==> src/rtl/thread_fetch_unit.sv <==
// Fetch stage of the 4-thread barrel core: per-thread PCs, round-robin issue
// to a 1-cycle-latency instruction memory, branch/halt bookkeeping.
module thread_fetch_unit #(
  parameter int INST_ADDR_WIDTH = 9,
  parameter int THREAD_BITS     = 2,
  parameter int NUM_THREADS     = 4
) (
  input  logic                       clk,
  input  logic                       reset,
  input  logic                       start,
  input  logic                       stall,
  input  logic                       branch_valid,
  input  logic [THREAD_BITS-1:0]     branch_thread,
  input  logic [INST_ADDR_WIDTH-1:0] branch_target,
  input  logic                       halt_valid,
  input  logic [THREAD_BITS-1:0]     halt_thread,
  output logic [INST_ADDR_WIDTH-1:0] imem_addr,
  output logic                       imem_rd_en,
  output logic                       inst_valid_out,
  output logic [THREAD_BITS-1:0]     thread_id_out,
  output logic [INST_ADDR_WIDTH-1:0] pc_out,
  output logic [NUM_THREADS-1:0]     thread_done_out,
  output logic                       all_done,
  output logic                       busy
);

  typedef enum logic [1:0] {IDLE, RUN, DONE} state_t;

  localparam int BASE_SHIFT = INST_ADDR_WIDTH - THREAD_BITS;

  state_t                     state_q, state_d;
  logic [THREAD_BITS-1:0]     rr_last_q, rr_last_d;
  logic [INST_ADDR_WIDTH-1:0] pc_q [NUM_THREADS];
  logic [INST_ADDR_WIDTH-1:0] pc_d [NUM_THREADS];
  logic [NUM_THREADS-1:0]     done_q, done_d;
  logic [INST_ADDR_WIDTH-1:0] imem_addr_q, imem_addr_d;
  logic                       rd_en_q, rd_en_d;
  logic [THREAD_BITS-1:0]     issue_tid_q, issue_tid_d;
  logic                       inst_valid_q;
  logic [THREAD_BITS-1:0]     thread_id_q;
  logic [INST_ADDR_WIDTH-1:0] pc_out_q;

  logic [NUM_THREADS-1:0]     halt_mask;
  logic [NUM_THREADS-1:0]     eligible;
  logic                       found;
  logic [THREAD_BITS-1:0]     sel;

  always_comb begin
    halt_mask = '0;
    if (halt_valid) halt_mask = NUM_THREADS'(1) << halt_thread;
    eligible = ~done_q & ~halt_mask;
    found    = 1'b0;
    sel      = '0;
    // Search starts one past the last issued thread; i == NUM_THREADS wraps to rr_last itself.
    for (int i = 1; i <= NUM_THREADS; i++) begin
      if (!found && eligible[rr_last_q + THREAD_BITS'(i)]) begin
        found = 1'b1;
        sel   = rr_last_q + THREAD_BITS'(i);
      end
    end
  end

  always_comb begin
    state_d     = state_q;
    rr_last_d   = rr_last_q;
    pc_d        = pc_q;
    done_d      = done_q;
    imem_addr_d = imem_addr_q;
    rd_en_d     = 1'b0;
    issue_tid_d = issue_tid_q;

    if (start && state_q != RUN) begin
      state_d   = RUN;
      done_d    = '0;
      rr_last_d = THREAD_BITS'(NUM_THREADS - 1);
      for (int i = 0; i < NUM_THREADS; i++) begin
        pc_d[i] = INST_ADDR_WIDTH'(i) << BASE_SHIFT;
      end
    end else begin
      done_d = done_q | halt_mask;
      if (state_q == RUN) begin
        if (!stall && found) begin
          imem_addr_d = pc_q[sel];
          rd_en_d     = 1'b1;
          rr_last_d   = sel;
          issue_tid_d = sel;
          pc_d[sel]   = pc_q[sel] + 1'b1;
        end
        if (&done_d) state_d = DONE;
      end
      // Branch lands after the increment so it overrides it; a same-cycle halt wins.
      if (branch_valid && !done_q[branch_thread] &&
          !(halt_valid && halt_thread == branch_thread)) begin
        pc_d[branch_thread] = branch_target;
      end
    end
  end

  always_ff @(posedge clk) begin
    if (reset) begin
      state_q      <= IDLE;
      rr_last_q    <= THREAD_BITS'(NUM_THREADS - 1);
      done_q       <= '0;
      imem_addr_q  <= '0;
      rd_en_q      <= 1'b0;
      issue_tid_q  <= '0;
      inst_valid_q <= 1'b0;
      thread_id_q  <= '0;
      pc_out_q     <= '0;
      for (int i = 0; i < NUM_THREADS; i++) begin
        pc_q[i] <= INST_ADDR_WIDTH'(i) << BASE_SHIFT;
      end
    end else begin
      state_q      <= state_d;
      rr_last_q    <= rr_last_d;
      done_q       <= done_d;
      imem_addr_q  <= imem_addr_d;
      rd_en_q      <= rd_en_d;
      issue_tid_q  <= issue_tid_d;
      inst_valid_q <= rd_en_q;
      thread_id_q  <= issue_tid_q;
      pc_out_q     <= imem_addr_q;
      pc_q         <= pc_d;
    end
  end

  assign imem_addr       = imem_addr_q;
  assign imem_rd_en      = rd_en_q;
  assign inst_valid_out  = inst_valid_q;
  assign thread_id_out   = thread_id_q;
  assign pc_out          = pc_out_q;
  assign thread_done_out = done_q;
  assign all_done        = (state_q == DONE);
  assign busy            = (state_q == RUN);

endmodule

==> config.mk <==
export PLATFORM = sky130hd
export DESIGN_NAME = thread_fetch_unit
export DESIGN_NICKNAME = d
export VERILOG_FILES = /design/src/rtl/thread_fetch_unit.sv
export SDC_FILE = /design/constraint.sdc
export NUM_CORES = 1
export LEC_CHECK = 0
export ABC_AREA = 1
export BUFFER_PORTS_ARGS = -buffer_cell sky130_fd_sc_hd__buf_4
export CORE_MARGIN = 2
export CORE_UTILIZATION = 53
export DETAILED_ROUTE_END_ITERATION = 8
export GPL_TIMING_DRIVEN = 0
export PLACE_DENSITY = 0.77
export SLEW_MARGIN = 30
export SYNTH_ARGS = -nofsm -noshare
export SYNTH_HDL_FRONTEND = slang
export SYNTH_SLANG_ARGS = --single-unit
==> constraint.sdc <==
create_clock -name clk -period 2.7 [get_ports clk]
set_clock_uncertainty 0.1 [all_clocks]
set_input_delay 0.27 -clock clk [delete_from_list [all_inputs] [get_ports clk]]
set_output_delay 0.27 -clock clk [all_outputs]
set_load 0.05 [all_outputs]
==> results of run 1 <==
## registers in the layout (all words and copies together), names as in the netlist
| name | flops |
|---|---|
| state_q | 2 |
| pc_q | 36 |
| pc_out | 9 |
| imem_addr | 9 |
| thread_id_out | 2 |
| rr_last_q | 2 |
| issue_tid_q | 2 |
| inst_valid_out | 1 |
| imem_rd_en | 1 |
| thread_done_out | 4 |
## final cells by class
cell class              count  area [µm²]
multi-input cells         391        2390
inverters                  82         338
well taps                  96         120
clock inverters             7        83.8
flip-flops and latches     68        1370
clock buffers               9         124
fillers                   486        1720
repair buffers             70         558
plain buffers              18         168
## path summary, 6_finish.rpt
check,depth (start not counted),end,startpoint
worst max-delay path,21,pc_q[33],rr_last_q[0]
worst min-delay path,3,pc_q[10],branch_target[1]
worst max register to register,21,pc_q[33],rr_last_q[0]
worst min register to register,2,thread_id_out[0],issue_tid_q[0]
## worst register-to-register path, delay by kind of cell (launching register included)
| kind | cells | cell delay [ns] |
|---|---|---|
| AO/OA/AOI/OAI | 2 | 0.36 |
| AND/OR/NAND/NOR | 14 | 1.58 |
| buffers and inverters | 5 | 0.54 |
| flip-flops | 1 | 0.35 |
## cells in the final DEF (no fill, tap or decap), types with 5 or more instances in the layout
| master | n |
|---|---|
| a21oi_1 | 53 |
| a21oi_2 | 7 |
| buf_4 | 66 |
| buf_6 | 8 |
| clkbuf_1 | 8 |
| clkbuf_8 | 9 |
| dfxtp_1 | 63 |
| dfxtp_2 | 5 |
| inv_1 | 67 |
| inv_2 | 8 |
| nand2_1 | 88 |
| nand2_2 | 29 |
| nand2_4 | 15 |
| nand3_1 | 45 |
| nand3_2 | 20 |
| nor2_1 | 34 |
| nor2_4 | 10 |
| o211ai_1 | 6 |
| o21ai_0 | 34 |
| o21ai_1 | 6 |
| o22ai_1 | 6 |
## cell families after synthesis
logic type | share of synthesized area, %
adder cells (fa/ha/maj) | 0.328
AO/OA/AOI/OAI | 18.1
AND/OR/NAND/NOR | 32.7
buffers and inverters | 11.1
flip-flops | 35.7
XOR/XNOR | 2.04
## routing by layer
layer,track usage (%),vias up,routed length (µm)
met5,0,-,0
met4,14.0,0,606
met3,5.97,64,1450
met2,48.5,304,5660
met1,39.5,1915,4790
li1,-,1999,-
## power groups by stage
stage / clock (mW) / combinational, mW / sequential [mW]
after floorplan: 0 / 0.468 / 1.16
after global placement: 0 / 0.723 / 1.09
after detailed placement: 0 / 0.733 / 1.09
after CTS: 0.892 / 0.866 / 1.07
after global routing: 0.931 / 1.11 / 1.08
final: 0.896 / 1.04 / 1.07
## timing repair
item / CTS / global route
pin swaps: 19 / 46
gates resized for setup: 50 / 71
hold endpoints to repair: 0 / 0
buffers inserted: 13 / 12
endpoints found under the setup margin: 34 / 35
## per-stage QoR
stage | util, % | TNS, ns | area, µm² | hold slack (ns)
2_1_floorplan | - | 0 | 3820 | 0.300
3_3_place_gp | 62.2 | -5.73 | 4280 | 0.305
3_5_place_dp | 62.2 | -7.10 | 4280 | 0.308
4_1_cts | 69.9 | 0 | 4800 | 0.0837
5_1_grt | 75.0 | -10.49 | 5150 | 0.111
6_report | 75.0 | -5.55 | 5150 | 0.0708
==> flow_summary_export.csv, run 1 <==
group,metric,value,unit
timing,relSlewSlack,56.1,%
timing,final-max-slew-violation-count,0,
setup_path,timing.critical_path.slowest_cell_delay,0.35,ns
power_and_ir_drop,netSwitchingFraction,38.0,%
yosys,synth_cells,559,
place,pre_cts_slack,-0.412,ns
power_and_ir_drop,clkPwrFrac,29.7,%
setup_path,critPathBufInv,5,
finish,final_layout_size_suffix_gt1_share,32.6,%
yosys,syn_warnings,0,
routing,antenna_violating_nets_post_route,0,
run_status,violations,"setup timing",
setup_path,reg2reg_slack,-0.28,ns
power_and_ir_drop,cellLeakagePower,2.19,nW
setup_path,crit_fanout,8,
setup_path,critical-path-slowest-cell,"dfxtp_2",
yosys,synth_top_flop_cell,"dfxtp_1",
yosys,syn-mean-instance-area,6.82,µm²
floorplanning,area_of_the_die,0.00789,mm²
routing,drt_drc_violations_left,0,
run_status,run_status,"finished with violations",
place,hpwl,7690,µm
clock_network,inserted_clock_buffers,9,
yosys,syn_nets,579,
power_and_ir_drop,p_seq_share,35.6,%
timing,timing.final.crit_share,110,%
timing,finalSetupViolCount,33,
global_routing,global_route.overflow_total,0,
yosys,yosys.cell_count.top_type,"nand2_1",
yosys,synth_edf_count,0,
yosys,ys_top_cells_by_area,"dfxtp_1 36%, nand2_1 12%, a21oi_1 7.9%, nand3_1 7.5%, inv_1 6.8%",
yosys,syn_area,0.00381,mm²
yosys,postSynth.asyncResetShare,0,%
routing,firstDrtPassIters,6,
setup_path,start_kind,"flip-flop",
global_routing,via_count_of_the_first_global_routing_pass,3736,
routing,routed_wire_length_per_instance,16.9,µm
setup_path,path_delay_family,"simple AND/OR/NAND/NOR gates",
clock_network,cts_max_level,3,
global_routing,grt_antenna_before_repair,0,
yosys,synth_common_cells,"120 x nand2_1, 69 x inv_1, 68 x dfxtp_1",
floorplanning,fp.coreArea,0.00687,mm²
timing,timing_hold_violations_final,0,
clock_network,cts_sinks,68,
timing,worst_slack,-0.278,ns
clock_network,worst_skew_pair.late_latency,0.36,ns
finish,num-nets-final,660,
routing,routed_via_density,5.78,
worst_hold_path,worstHoldPathType,"input pin to flip-flop",
timing,rsz0062_at_grt,"true",
global_routing,grt_start_max_net_pins,15,
clock_network,root_buffer,"clkbuf_8",
power_and_ir_drop,power.ir.vdd_worst,0.000332,V
finish,syn_to_final_growth,35.1,%
finish,finish.cell_count_without_fillers,741,
clock_network,clock_pin_slew_reported_for_the_worst_setup_and_hold_paths_after_clock_tree_synthesis,0.08,ns
routing,total_via_count_after_detailed_routing,4282,
timing,layout_min_cycle_time,2.98,ns
clock_network,ctsLongestPathBuffers,2,
yosys,yosysSeqAreaShare,35.7,%
setup_path,path_common_cell,"nand2_1",
floorplanning,io_pins,47,
place,numPlacedInstances,700,
setup_path,timing_worst_setup_path_type,"flip-flop to flip-flop",
place,portBuffers,45,
routing,drt_first_iter_violations,425,
global_routing,grt_pass1_wl,18200,µm
floorplanning,initial_utilization,55.5,%
finish,antenna_cells,0,
clock_network,tritoncts_clock_tree,"done",
power_and_ir_drop,netSwitchingPower,1.14,mW
power_and_ir_drop,combPwrFrac,34.7,%
global_routing,gr_util_all_layers,30.4,%
yosys,synth.ff_latch_count,68,
routing,route.final.wire_length,12500,µm
setup_path,critical_path.cell_chain,"buf_12 > inv_8 > nand3_1 > nand2_1 > nand2_1 > nand2_1 > a21oi_2 > nand2_2 > nand2_4 > buf_4 > buf_4 > nand2_1 > nand2_1 > nand2_1 > nand2_4 > clkinv_4 > nor2_4 > nand2_1 > nand2_2 > nand3_2 > a21oi_2",
timing,max_slew.worst_pin.slew,0.658,ns
run,max_cap_check_violation_count,0,
yosys,synth.largest_area_cell,"dfxtp_1",
setup_path,timing.critical_path.required,2.89,ns
yosys,yosys.area.top_type_share,35.7,%
yosys,netlist-cell-type-count,36,
clock_network,cts_hold_buffers,0,
timing,maxClockFrequency,336,MHz
power_and_ir_drop,post_route_total_power,3.01,mW
floorplanning,die_h,88.8,µm
power_and_ir_drop,power.density_cell_area,585,mW/mm²
place,gp_congestion,0.952,
setup_path,crit_arrival,3.17,ns
setup_path,endpoint_kind,"flip-flop",
floorplanning,standard_cell_rows,30,
power_and_ir_drop,intPower,1.87,mW
floorplanning,die_w,88.8,µm
No activity file was read; power rests on OpenSTA's default activity.
==> inputs of run 2 (changes only) <==
--- a/config.mk
+++ b/config.mk
@@ -8,10 +8,10 @@
 export ABC_AREA = 1
 export BUFFER_PORTS_ARGS = -buffer_cell sky130_fd_sc_hd__buf_4
 export CORE_MARGIN = 2
-export CORE_UTILIZATION = 53
+export CORE_UTILIZATION = 63
 export DETAILED_ROUTE_END_ITERATION = 8
 export GPL_TIMING_DRIVEN = 0
-export PLACE_DENSITY = 0.77
+export PLACE_DENSITY = 0.86
 export SLEW_MARGIN = 30
 export SYNTH_ARGS = -nofsm -noshare
 export SYNTH_HDL_FRONTEND = slang
==> constraint.sdc (replaced) <==
create_clock -name clk -period 3.47 [get_ports clk]
set_clock_uncertainty 0.1 [all_clocks]
set_input_delay 0.347 -clock clk [delete_from_list [all_inputs] [get_ports clk]]
set_output_delay 0.347 -clock clk [all_outputs]
set_load 0.05 [all_outputs]
==> flow_summary_export.csv, run 2 (synthesized netlist as in run 1, its figures left out) <==
group,metric,value,unit
timing,finalSetupViolCount,0,
worst_hold_path,cell_depth_of_the_worst_hold_path,3,
global_routing,globalRouteMet2Util,58.4,%
power_and_ir_drop,combPwrFrac,28.1,%
setup_path,crit_arrival,3.41,ns
floorplanning,standard_cell_rows,28,
global_routing,grt_use_met3,4.95,%
routing,routed_via_density,5.75,
power_and_ir_drop,clkPwrFrac,32.6,%
routing,drt_drc_violations_left,0,
finish,antenna_cells,0,
floorplanning,io_pins,47,
clock_network,ctsLongestPathBuffers,2,
global_routing,via_count_of_the_first_global_routing_pass,3617,
finish,final_layout_size_suffix_gt1_share,19.2,%
routing,total_via_count_after_detailed_routing,3997,
clock_network,cts_max_level,3,
timing,max_slew.worst_pin.slew,0.729,ns
place,gp_congestion,0.940,
place,numPlacedInstances,679,
finish,finish.cell_count_without_fillers,695,
global_routing,global_route.usage.met1,43.4,%
power_and_ir_drop,power.density_cell_area,476,mW/mm²
finish,num-nets-final,635,
clock_network,inserted_clock_buffers,9,
finish,final_area,0.00446,mm²
setup_path,path_common_cell,"nand2_1",
global_routing,global_route.overflow_total,0,
clock_network,worst_skew_pair.late_latency,0.35,ns
finish,largest_register_ffs,36,
global_routing,gr_util_all_layers,34.7,%
timing,timing.final.crit_share,93.7,%
power_and_ir_drop,cellLeakagePower,1.97,nW
setup_path,crit_fanout,10,
setup_path,timing_worst_setup_path_type,"flip-flop to flip-flop",
setup_path,r2r-start,"rr_last_q[0]",
clock_network,tritoncts_clock_tree,"done",
floorplanning,die_h,81.8,µm
setup_path,timing.critical_path.required,3.63,ns
routing,route.final.wire_length,11300,µm
global_routing,grt_start_max_net_pins,15,
finish,final_common_cell,"nand2_1",
finish,syn_to_final_growth,16.9,%
clock_network,clock_pin_slew_reported_for_the_worst_setup_and_hold_paths_after_clock_tree_synthesis,0.09,ns
run,max_cap_check_violation_count,0,
timing,layout_min_cycle_time,3.25,ns
timing,relSlewSlack,51.2,%
run_status,run_status,"finished, final reports clean",
setup_path,critical_path.cell_chain,"buf_6 > inv_2 > nand3_1 > nand2_1 > nand2_1 > nand2_1 > nand3_2 > nand2_1 > nand2_1 > nand2_4 > buf_6 > nand3_2 > nand2_4 > ha_1 > nand3_1 > nor2_4 > nand2_1 > nand2_1 > nand3_1 > nand2_1 > nand2_1",
global_routing,grt_most_used_layer,"met2",
finish,num-fill-cells,462,
timing,timing_hold_violations_final,0,
finish,top_register,"pc_q",
worst_hold_path,timing.hold.worst_endpoint,"pc_q[10]",
worst_hold_path,worstHoldPathType,"input pin to flip-flop",
place,hpwl,7780,µm
power_and_ir_drop,power.ir.vdd_worst,0.000460,V
global_routing,grt_pass1_wl,17400,µm
setup_path,reg2reg_slack,0.22,ns
power_and_ir_drop,p_seq_share,39.4,%
timing,final-max-slew-violation-count,0,
floorplanning,initial_utilization,64.8,%
power_and_ir_drop,post_route_total_power,2.12,mW
power_and_ir_drop,intPower,1.34,mW
timing,maxClockFrequency,308,MHz
floorplanning,fp.coreArea,0.00589,mm²
worst_hold_path,holdCritStartpoint,"branch_target[1]",
setup_path,r2r.worst_path.cells,21,
global_routing,grt_antenna_before_repair,0,
finish,final_core_util,75.7,%
floorplanning,area_of_the_die,0.00669,mm²
power_and_ir_drop,netSwitchingFraction,36.8,%
finish,most_frequent_cells_in_the_layout,"120 x nand2_1, 69 x inv_1, 68 x dfxtp_1, 60 x a21oi_1, 57 x nand3_1",
place,placed_area,0.00424,mm²
setup_path,start_kind,"flip-flop",
clock_network,root_buffer,"clkbuf_8",
setup_path,timing.critical_path.slowest_cell_delay,0.31,ns
clock_network,cts_sinks,68,
floorplanning,die_w,81.8,µm
setup_path,critical-path-slowest-cell,"dfxtp_1",
routing,drt_first_iter_violations,296,
setup_path,endpoint_kind,"flip-flop",
power_and_ir_drop,netSwitchingPower,0.780,mW
routing,routed_wire_length_per_instance,16.2,µm
routing,firstDrtPassIters,5,
timing,setup_total_negative_slack,0,ns
place,portBuffers,45,
timing,rsz0062_at_grt,"false",
setup_path,critical_path.reg2reg.endpoint,"pc_q[8]",
routing,antenna_violating_nets_post_route,0,
clock_network,cts_hold_buffers,0,
run 2: per-layer routing:
metal | up-vias | wire length (µm)
met1 | 1806 | 4480
li1 | 1938 | -
met2 | 210 | 5420
met5 | - | 0
met3 | 43 | 998
met4 | 0 | 360
run 2: area by class of cell:
type	count	area, µm²	area share, %
Buffer	18	115	2.58
Clock buffer	9	124	2.78
Clock inverter	7	81.3	1.82
Inverter	82	308	6.91
Multi-Input combinational cell	391	2040	45.7
Sequential cell	68	1360	30.5
Tap cell	75	93.8	2.11
Timing Repair Buffer	45	338	7.58
run 2: worst max-delay path by stage:
stage,slack (ns),cells past startpoint,end,from
6_report,0.22,21,pc_q[8],rr_last_q[0]
3_5_place_dp,0.28,21,pc_q[8],halt_thread[1]
3_3_place_gp,0.42,17,pc_q[33],rr_last_q[0]
4_1_cts,0.30,20,pc_q[8],rr_last_q[0]
5_1_grt,0.01,20,pc_q[15],rr_last_q[0]
2_1_floorplan,0.68,17,pc_q[15],thread_done_out[2]
run 2: worst max-delay path: cells and delay by family (launching register included):
| kind | cells | cell delay, ns |
|---|---|---|
| adder cells (fa/ha/maj) | 1 | 0.24 |
| buffers and inverters | 3 | 0.48 |
| flip-flops | 1 | 0.31 |
| AND/OR/NAND/NOR | 17 | 2.02 |
run 2: power groups by stage:
stage	clock, mW	combinational, mW	sequential, mW
final	0.690	0.595	0.834
after detailed placement	0	0.573	0.851
after CTS	0.689	0.580	0.834
after floorplan	0	0.364	0.903
after global routing	0.723	0.642	0.837
after global placement	0	0.561	0.850
run 2: metrics by stage:
step	hold slack, ns	worst slack, ns
finish	0.143	0.220
global route	0.163	0.0122
CTS	0.143	0.297
detailed placement	0.313	0.281
global placement	0.305	0.421
floorplan	0.300	0.682
run 2: repair_timing:
| action | 4_1_cts | 5_1_grt |
|---|---|---|
| setup endpoints to repair | 0 | 1 |
| setup buffers | 0 | 0 |
| gates resized for setup | 0 | 1 |
